--- src/rtl/alu_issue_ctrl.sv ---
// Decode-and-issue stage for the 3-bit-control ALU: decodes RV32 R/I ops, registers
// operands toward the ALU, captures its result and hands it downstream.
module alu_issue_ctrl #(
    parameter int unsigned XLEN = 32
) (
    input  logic            clk,
    input  logic            rst_n,
    input  logic            in_valid,
    output logic            in_ready,
    input  logic [6:0]      opcode,
    input  logic [2:0]      funct3,
    input  logic            funct7_5,
    input  logic [XLEN-1:0] rs1_val,
    input  logic [XLEN-1:0] rs2_val,
    input  logic [XLEN-1:0] imm,
    output logic [XLEN-1:0] alu_a,
    output logic [XLEN-1:0] alu_b,
    output logic [2:0]      alu_control,
    input  logic [XLEN-1:0] alu_result,
    output logic            out_valid,
    input  logic            out_ready,
    output logic [XLEN-1:0] out_result,
    output logic            out_illegal,
    output logic [15:0]     retired_cnt
);

    localparam int unsigned SHAMT_W = 5;
    localparam int unsigned CNT_W   = 16;
    localparam logic [6:0]  OPC_R   = 7'b0110011;
    localparam logic [6:0]  OPC_I   = 7'b0010011;

    localparam logic [2:0] ALU_ADD = 3'b000;
    localparam logic [2:0] ALU_SUB = 3'b001;
    localparam logic [2:0] ALU_NOT = 3'b010;
    localparam logic [2:0] ALU_SLL = 3'b011;
    localparam logic [2:0] ALU_SRL = 3'b100;
    localparam logic [2:0] ALU_AND = 3'b101;
    localparam logic [2:0] ALU_OR  = 3'b110;

    typedef enum logic [1:0] {
        IDLE = 2'b00,
        EXEC = 2'b01,
        DONE = 2'b10
    } state_t;

    state_t          state, state_nxt;
    logic            is_r, is_i;
    logic            dec_legal;
    logic            dec_shift;
    logic [2:0]      dec_ctrl;
    logic [XLEN-1:0] b_src;
    logic [XLEN-1:0] dec_b;
    logic            accept;

    // Opcode/funct decode into ALU function select and operand b
    always_comb begin
        is_r      = (opcode == OPC_R);
        is_i      = (opcode == OPC_I);
        b_src     = is_r ? rs2_val : imm;
        dec_legal = 1'b0;
        dec_shift = 1'b0;
        dec_ctrl  = ALU_ADD;
        if (is_r || is_i) begin
            case (funct3)
                3'b000: begin
                    dec_legal = 1'b1;
                    dec_ctrl  = (is_r && funct7_5) ? ALU_SUB : ALU_ADD;
                end
                3'b001: begin
                    dec_legal = !funct7_5;
                    dec_shift = 1'b1;
                    dec_ctrl  = ALU_SLL;
                end
                3'b101: begin
                    dec_legal = !funct7_5;
                    dec_shift = 1'b1;
                    dec_ctrl  = ALU_SRL;
                end
                3'b110: begin
                    dec_legal = 1'b1;
                    dec_ctrl  = ALU_OR;
                end
                3'b111: begin
                    dec_legal = 1'b1;
                    dec_ctrl  = ALU_AND;
                end
                3'b100: begin
                    // Only XORI with all-ones immediate maps onto the ALU (bitwise NOT)
                    dec_legal = is_i && (imm == '1);
                    dec_ctrl  = ALU_NOT;
                end
                default: begin
                    dec_legal = 1'b0;
                    dec_ctrl  = ALU_ADD;
                end
            endcase
        end
        // ALU shifts by the full b value, so trim to the RV32 shift amount
        dec_b = dec_shift ? XLEN'(b_src[SHAMT_W-1:0]) : b_src;
    end

    assign in_ready  = rst_n && ((state == IDLE) || ((state == DONE) && out_ready));
    assign accept    = in_valid && in_ready;
    assign out_valid = (state == DONE);

    always_ff @(posedge clk or negedge rst_n) begin
        if (!rst_n) begin
            state <= IDLE;
        end else begin
            state <= state_nxt;
        end
    end

    always_comb begin
        state_nxt = state;
        case (state)
            IDLE: begin
                if (accept) begin
                    state_nxt = dec_legal ? EXEC : DONE;
                end
            end
            EXEC: begin
                state_nxt = DONE;
            end
            DONE: begin
                if (out_ready) begin
                    if (accept) begin
                        state_nxt = dec_legal ? EXEC : DONE;
                    end else begin
                        state_nxt = IDLE;
                    end
                end
            end
            default: begin
                state_nxt = IDLE;
            end
        endcase
    end

    // Operand registers load only for legal ops so illegal ops leave the ALU untouched
    always_ff @(posedge clk or negedge rst_n) begin
        if (!rst_n) begin
            alu_a       <= '0;
            alu_b       <= '0;
            alu_control <= ALU_ADD;
        end else if (accept && dec_legal) begin
            alu_a       <= rs1_val;
            alu_b       <= dec_b;
            alu_control <= dec_ctrl;
        end
    end

    always_ff @(posedge clk or negedge rst_n) begin
        if (!rst_n) begin
            out_result  <= '0;
            out_illegal <= 1'b0;
        end else if (accept && !dec_legal) begin
            out_result  <= '0;
            out_illegal <= 1'b1;
        end else if (state == EXEC) begin
            out_result  <= alu_result;
            out_illegal <= 1'b0;
        end
    end

    always_ff @(posedge clk or negedge rst_n) begin
        if (!rst_n) begin
            retired_cnt <= '0;
        end else if ((state == DONE) && out_ready) begin
            retired_cnt <= retired_cnt + CNT_W'(1);
        end
    end

endmodule

--- config.mk ---
export PLATFORM = sky130hd
export DESIGN_NAME = alu_issue_ctrl
export DESIGN_NICKNAME = d
export VERILOG_FILES = /design/src/rtl/alu_issue_ctrl.sv
export SDC_FILE = /design/constraint.sdc
export NUM_CORES = 1
export LEC_CHECK = 0
export BUFFER_PORTS_ARGS = -buffer_cell sky130_fd_sc_hd__buf_2
export CAP_MARGIN = 20
export CELL_PAD_IN_SITES_DETAIL_PLACEMENT = 0
export CELL_PAD_IN_SITES_GLOBAL_PLACEMENT = 2
export CORE_ASPECT_RATIO = 0.5
export CORE_MARGIN = 4
export CORE_UTILIZATION = 27
export DETAILED_ROUTE_END_ITERATION = 12
export PLACE_DENSITY = 0.87
export SLEW_MARGIN = 15
export SYNTH_ARGS = -nofsm -noshare
export SYNTH_HDL_FRONTEND = slang
export SYNTH_SLANG_ARGS = --single-unit
--- constraint.sdc ---
create_clock -name clk -period 2.15 [get_ports clk]
set_input_delay 0.3225 -clock clk [delete_from_list [all_inputs] [get_ports clk]]
set_output_delay 0.3225 -clock clk [all_outputs]
set_load 0.02 [all_outputs]
# Word-level counts from Yosys, hierarchy flattened
# Index checks and enable logic that the tools add are counted.
# word_totals
register_bits,118
input_bits,143
output_inout_bits,118
elab_cells,55
# classes
addsub,1
eq_ne,12
muxes,18
reduce_logical,17
# ops
operator,n
2-to-1 mux 32 bit,4
== test 32 bit (second input constant),1
case mux 3 bit (6 select lines),1
adder 16 x 1 -> 16 bit (second input constant),1
== test 3 bit (second input constant),4
2-to-1 mux 2 bit,4
== test 7 x 5 -> 1 bit (second input constant),1
== test 7 x 6 -> 1 bit (second input constant),1
logical AND 1 bit,7
2-to-1 mux 1 bit,6
case mux 2 bit (3 select lines),1
== test 3 x 1 -> 1 bit (second input constant),1
logical NOT 3 bit,1
2-to-1 mux 3 bit,1
case mux 1 bit (3 select lines),1
OR reduction 3 bit,1
== test 2 x 1 -> 1 bit (second input constant),1
== test 2 bit (second input constant),1
logical NOT 1 bit,2
logical NOT 2 bit,1
logical OR 1 bit,2
inequality test 2 x 1 -> 1 bit (second input constant),1
inequality test 2 bit (second input constant),1
AND reduction 2 bit,1
2 further kinds,2

# Logic depth before layout (Yosys ltp)
# depth
ltp_word,8
depth_mapped,7
ltp_nobuf,6

# Worst setup path after synthesis
# Ideal clock, no wire load.
# synth_path
kind,flip-flop to flip-flop
startpoint,register state[1]
endpoint,register alu_b[0]
setup_ps,127
arrival_ps,1778
required_time_ps,2023
slack_ps,245
path_stages_with_launch,8
path_buffers,2
period_less_slack_ps,1905
cell_sequence,dfrtp_1 > nor2b_1 > nor4bb_1 > nand2_1 > a21oi_2 > buf_6 > buf_8 > mux2_1
# synth_between
elab_chain_len,6
word_cells_on_any_way,7
cone_classes,1 x eq/ne; 6 x reduce/logical
# synth_lines
item,line,rtl
start: declaration,46,"state_t state, state_nxt;"
start signal: assignment,110,state <= state_nxt;
== test 2 bit,102,assign in_ready = rst_n && ((state == IDLE) || ((state == DONE) && out_ready));
logical AND 1 bit,102,
logical OR 1 bit *,102,
logical AND 1 bit *,102,
logical AND 1 bit *,103,assign accept = in_valid && in_ready;
logical AND 1 bit *,146,end else if (accept && dec_legal) begin
end signal: assignment,144,alu_b <= '0;
end signal: assignment,148,alu_b <= dec_b;
end: declaration,17,"output logic [XLEN-1:0] alu_b,"
# Mark *: on every way between the ends. The rest lies on a longest branch, timed or not.
# A chain may end at the register's enable or synchronous reset.

# Final worst setup path
# layout_path
startpoint,register state[1]
endpoint,register alu_a[8]
# layout_between
elab_chain_len,6
word_cells_on_any_way,7
cone_classes,1 x eq/ne; 6 x reduce/logical
# layout_lines
item,line,rtl
== test 2 bit,102,
logical AND 1 bit,102,
logical OR 1 bit *,102,
logical AND 1 bit *,102,
logical AND 1 bit *,103,
logical AND 1 bit *,146,
end signal: assignment,147,alu_a <= rs1_val;
end: declaration,16,"output logic [XLEN-1:0] alu_a,"
# Marked as above.

==> results.tsv <==
stage	metric	value	unit
detailed_routing	Pre-Repair DR Iteration Count	5	
grt	largest net degree at the start of global routing	70	
sta	Worst Skew	0.00940	ns
layout	diodes inserted	0	
yosys	FF+latch count, synth	118	
detailed_routing	Routed Antenna Nets	0	
worst_hold_path	worst min-delay path class	primary input to asynchronous set/reset pin	
layout	layout cells sized above 1	48.7	%
cts	Clock Latency Late Sink	0.41	ns
sta	Finish-stage setup viols	0	
placement	Final GP Congestion	0.792	
yosys	sequential share of the synthesized area	55.9	%
yosys	number of flops mapped to enable cells by yosys	0	
sta	max_slew headroom	40.0	%
setup_path	Largest stage delay, worst path	0.40	ns
placement	DPL Wire Length	12.7	mm
layout	Area growth, synth to finish	44.5	%
power_and_ir_drop	Worst VDD drop	0.551	mV
setup_path	Worst Setup End Kind	flop	
grt	grt ovf	0	
setup_path	Setup CP Type	flop to flop	
cts	worst-case clock buffer depth	2	
cts	clock slew at reported path FFs	0.06	ns
cts	CTS tree	yes	
power_and_ir_drop	cell area power density	822	nW/um2
detailed_routing	WL/cell	16.6	um
placement	number of buffers added on ports	260	
setup_path	r2r startpoint	state[1]	
yosys	syn_nets	605	
setup_path	Critical R2R Capture	alu_a[8]	
layout	Nets	878	
cts	setup bufs post-CTS	0	
power_and_ir_drop	Pleak	4.42	nW
detailed_routing	vias per cell	4.41	
run_status	run status	complete, no violations	
setup_path	Critical Path Start	state[1]	
yosys	synth top area cells	dfrtp_1 56%, mux2_2 10%, mux2i_1 6.3%	
detailed_routing	first-iteration detailed-routing DRC count	172	
sta	final hold violation count	0	
die	Core ar.	18800	um2
job	max cap viols	0	
detailed_routing	total wire length	16.7	mm
setup_path	CP bufs+invs	2	
die	Die ar.	22000	um2
setup_path	Startpoint Class	flop	
power_and_ir_drop	power consumption	6.28	mW
setup_path	Worst path depth	7	
cts	# clock sinks	118	
setup_path	WP data required	2.44	ns
grt	first-pass GRT wire length	25.6	mm
die	I/O pin cnt	261	
die	Site Rows	35	
layout	post-layout instance area	7630	um2
detailed_routing	vias post-DR	4440	
sta	final slew viol count	0	
cts	total CTS buffers	17	
yosys	Unique masters post-synth	38	
setup_path	worst path cell trace	nor2b_1 -> nor4bb_1 -> buf_4 -> nand2_1 -> a21oi_4 -> buf_12 -> mux2_2	
setup_path	worst setup path endpoint	alu_a[8]	
yosys	Synth Cell Area	5280	um2
grt	initial antenna violation count	0	
placement	Post-Place Cells	974	
grt	vias in the first global route	4659	
placement	placed cell areas	6960	um2
setup_path	Critical Path AT	2.30	ns
yosys	Yosys Warn Count	0	
yosys	async set or reset register ratio after synthesis	100	%
yosys	Post-synth top flop	dfrtp_1	
die	Initial Utilization	28.1	%
setup_path	Crit Path Max Fanout	40	
yosys	Synth Area per Inst	11.5	um2
setup_path	slowest CP cell	dfrtp_1	
layout	Layout Cells excl Fill	1006	
yosys	Yosys top cell area share	55.9	%
die	Die W	206	um
sta	minimum clock period	2.02	ns
sta	unrepaired setup endpoints after global routing	no	
die	die height	107	um
grt	gr usage total	15.0	%
sta	fin crit share	93.8	%
setup_path	worst reg2reg path depth	7	
cts	H-tree levels	4	
detailed_routing	drt drc	0	
setup_path	R2R Setup Slk	0.13	ns
yosys	Post-Synthesis Cells	461	
yosys	cell with the most instances after synthesis	dfrtp_1	
sta	slew at the pin closest to its max-slew limit	0.900	ns
yosys	Post-synth top cells	118 x dfrtp_1, 78 x nand2_1, 49 x mux2_2, 39 x nor2_1, 33 x mux2i_1	
sta	setup_tns	0	ns
setup_path	Crit path max-delay family	simple AND/OR/NAND/NOR gates	
sta	FMAX	496	MHz
cts	Root Buffer	clkbuf_16	
yosys	largest area contributor in the netlist	dfrtp_1	
[logic make-up (layout without fill, tap and decap cells)]
logic type / after synthesis / count (layout) / synth area share [%]
adder cells (fa/ha/maj): 1 / 1 / 0.237
AND/OR/NAND/NOR: 164 / 164 / 14.1
buffers and inverters: 28 / 314 / 3.03
multiplexers: 100 / 100 / 20.5
XOR/XNOR: 15 / 15 / 2.49
flip-flops: 118 / 118 / 55.9
AO/OA/AOI/OAI: 35 / 35 / 3.65
[how the worst min path moves through the flow]
stage / start / depth (start not counted) / to / slack, ns
finish: rst_n / 2 / alu_b[20] / 0.08
global route: rs1_val[26] / 2 / alu_a[26] / 0.12
CTS: rst_n / 2 / alu_b[20] / 0.09
detailed placement: retired_cnt[15] / 1 / retired_cnt[15] / 0.46
global placement: out_illegal / 1 / out_illegal / 0.46
floorplan: rst_n / 0 / alu_a[0] / 0.03
[layer usage]
metal | up-vias | part of all wire [%] | GRT usage [%]
met2 | 101 | 51 | 26.1
met1 | 2205 | 43 | 18.6
met3 | 18 | 4.4 | 3.66
met4 | 0 | 1.3 | 4.54
met5 | - | 0 | 0
li1 | 2116 | - | -
[per-stage QoR]
step / hold WS (ns) / utilization (%) / setup WS, ns
after global placement: 0.455 / 37.0 / -0.000159
after floorplan: 0.0269 / - / 0.245
after CTS: 0.0919 / 40.6 / 0.0801
after detailed placement: 0.461 / 37.0 / -0.0976
final: 0.0821 / 40.6 / 0.133
after global routing: 0.116 / 40.6 / 0.00133
[timing repair]
item | CTS | global route
hold buffers | 0 | 0
setup endpoints to repair | 0 | 12
resized for setup | 0 | 1
[power by group]
part	total, mW	switching [mW]	internal, mW
registers	2.40	0.0807	2.32
clock network	3.21	1.06	2.15
logic	0.661	0.382	0.279
[placed cells by master (no fill, tap or decap), types with 4 or more instances in the layout]
| master | Yosys | layout |
|---|---|---|
| buf_2 | 8 | 259 |
| dfrtp_1 | 118 | 118 |
| nand2_1 | 78 | 78 |
| mux2_2 | 49 | 49 |
| nor2_1 | 39 | 39 |
| mux2i_1 | 33 | 33 |
| a21oi_1 | 28 | 28 |
| mux2_1 | 18 | 18 |
| clkbuf_16 | 0 | 17 |
| buf_4 | 4 | 15 |
| xnor2_1 | 11 | 11 |
| nand4_1 | 10 | 10 |
| nand3_1 | 8 | 8 |
| nor2b_1 | 5 | 5 |
| bufinv_16 | 0 | 5 |
| nand2b_1 | 5 | 4 |
| xor2_1 | 4 | 4 |
| buf_12 | 0 | 4 |
[flip-flops by register name, indices dropped and copies added, names as in the netlist]
signal,cells
retired_cnt,16
out_illegal,1
alu_control,3
state,2
alu_a,32
alu_b,32
out_result,32
[worst reg2reg max path, stage by stage, from the launching register on]
cell and delay (ns):
dfrtp_1 0.40, nor2b_1 0.16, nor4bb_1 0.26, buf_4 0.17, nand2_1 0.08, a21oi_4 0.20, buf_12 0.25, mux2_2 0.40
[area by class of cell]
| class | count | area [um2] |
|---|---|---|
| Multi-Input combinational cell | 315 | 2180 |
| Sequential cell | 118 | 2950 |
| Timing Repair Buffer | 279 | 1500 |
| Tap cell | 259 | 324 |
| Fill cell | 1866 | 11200 |
| Inverter | 3 | 11.3 |
| Clock buffer | 21 | 470 |
| Clock inverter | 11 | 195 |
Note: power is estimated with default switching activity, not from simulation.
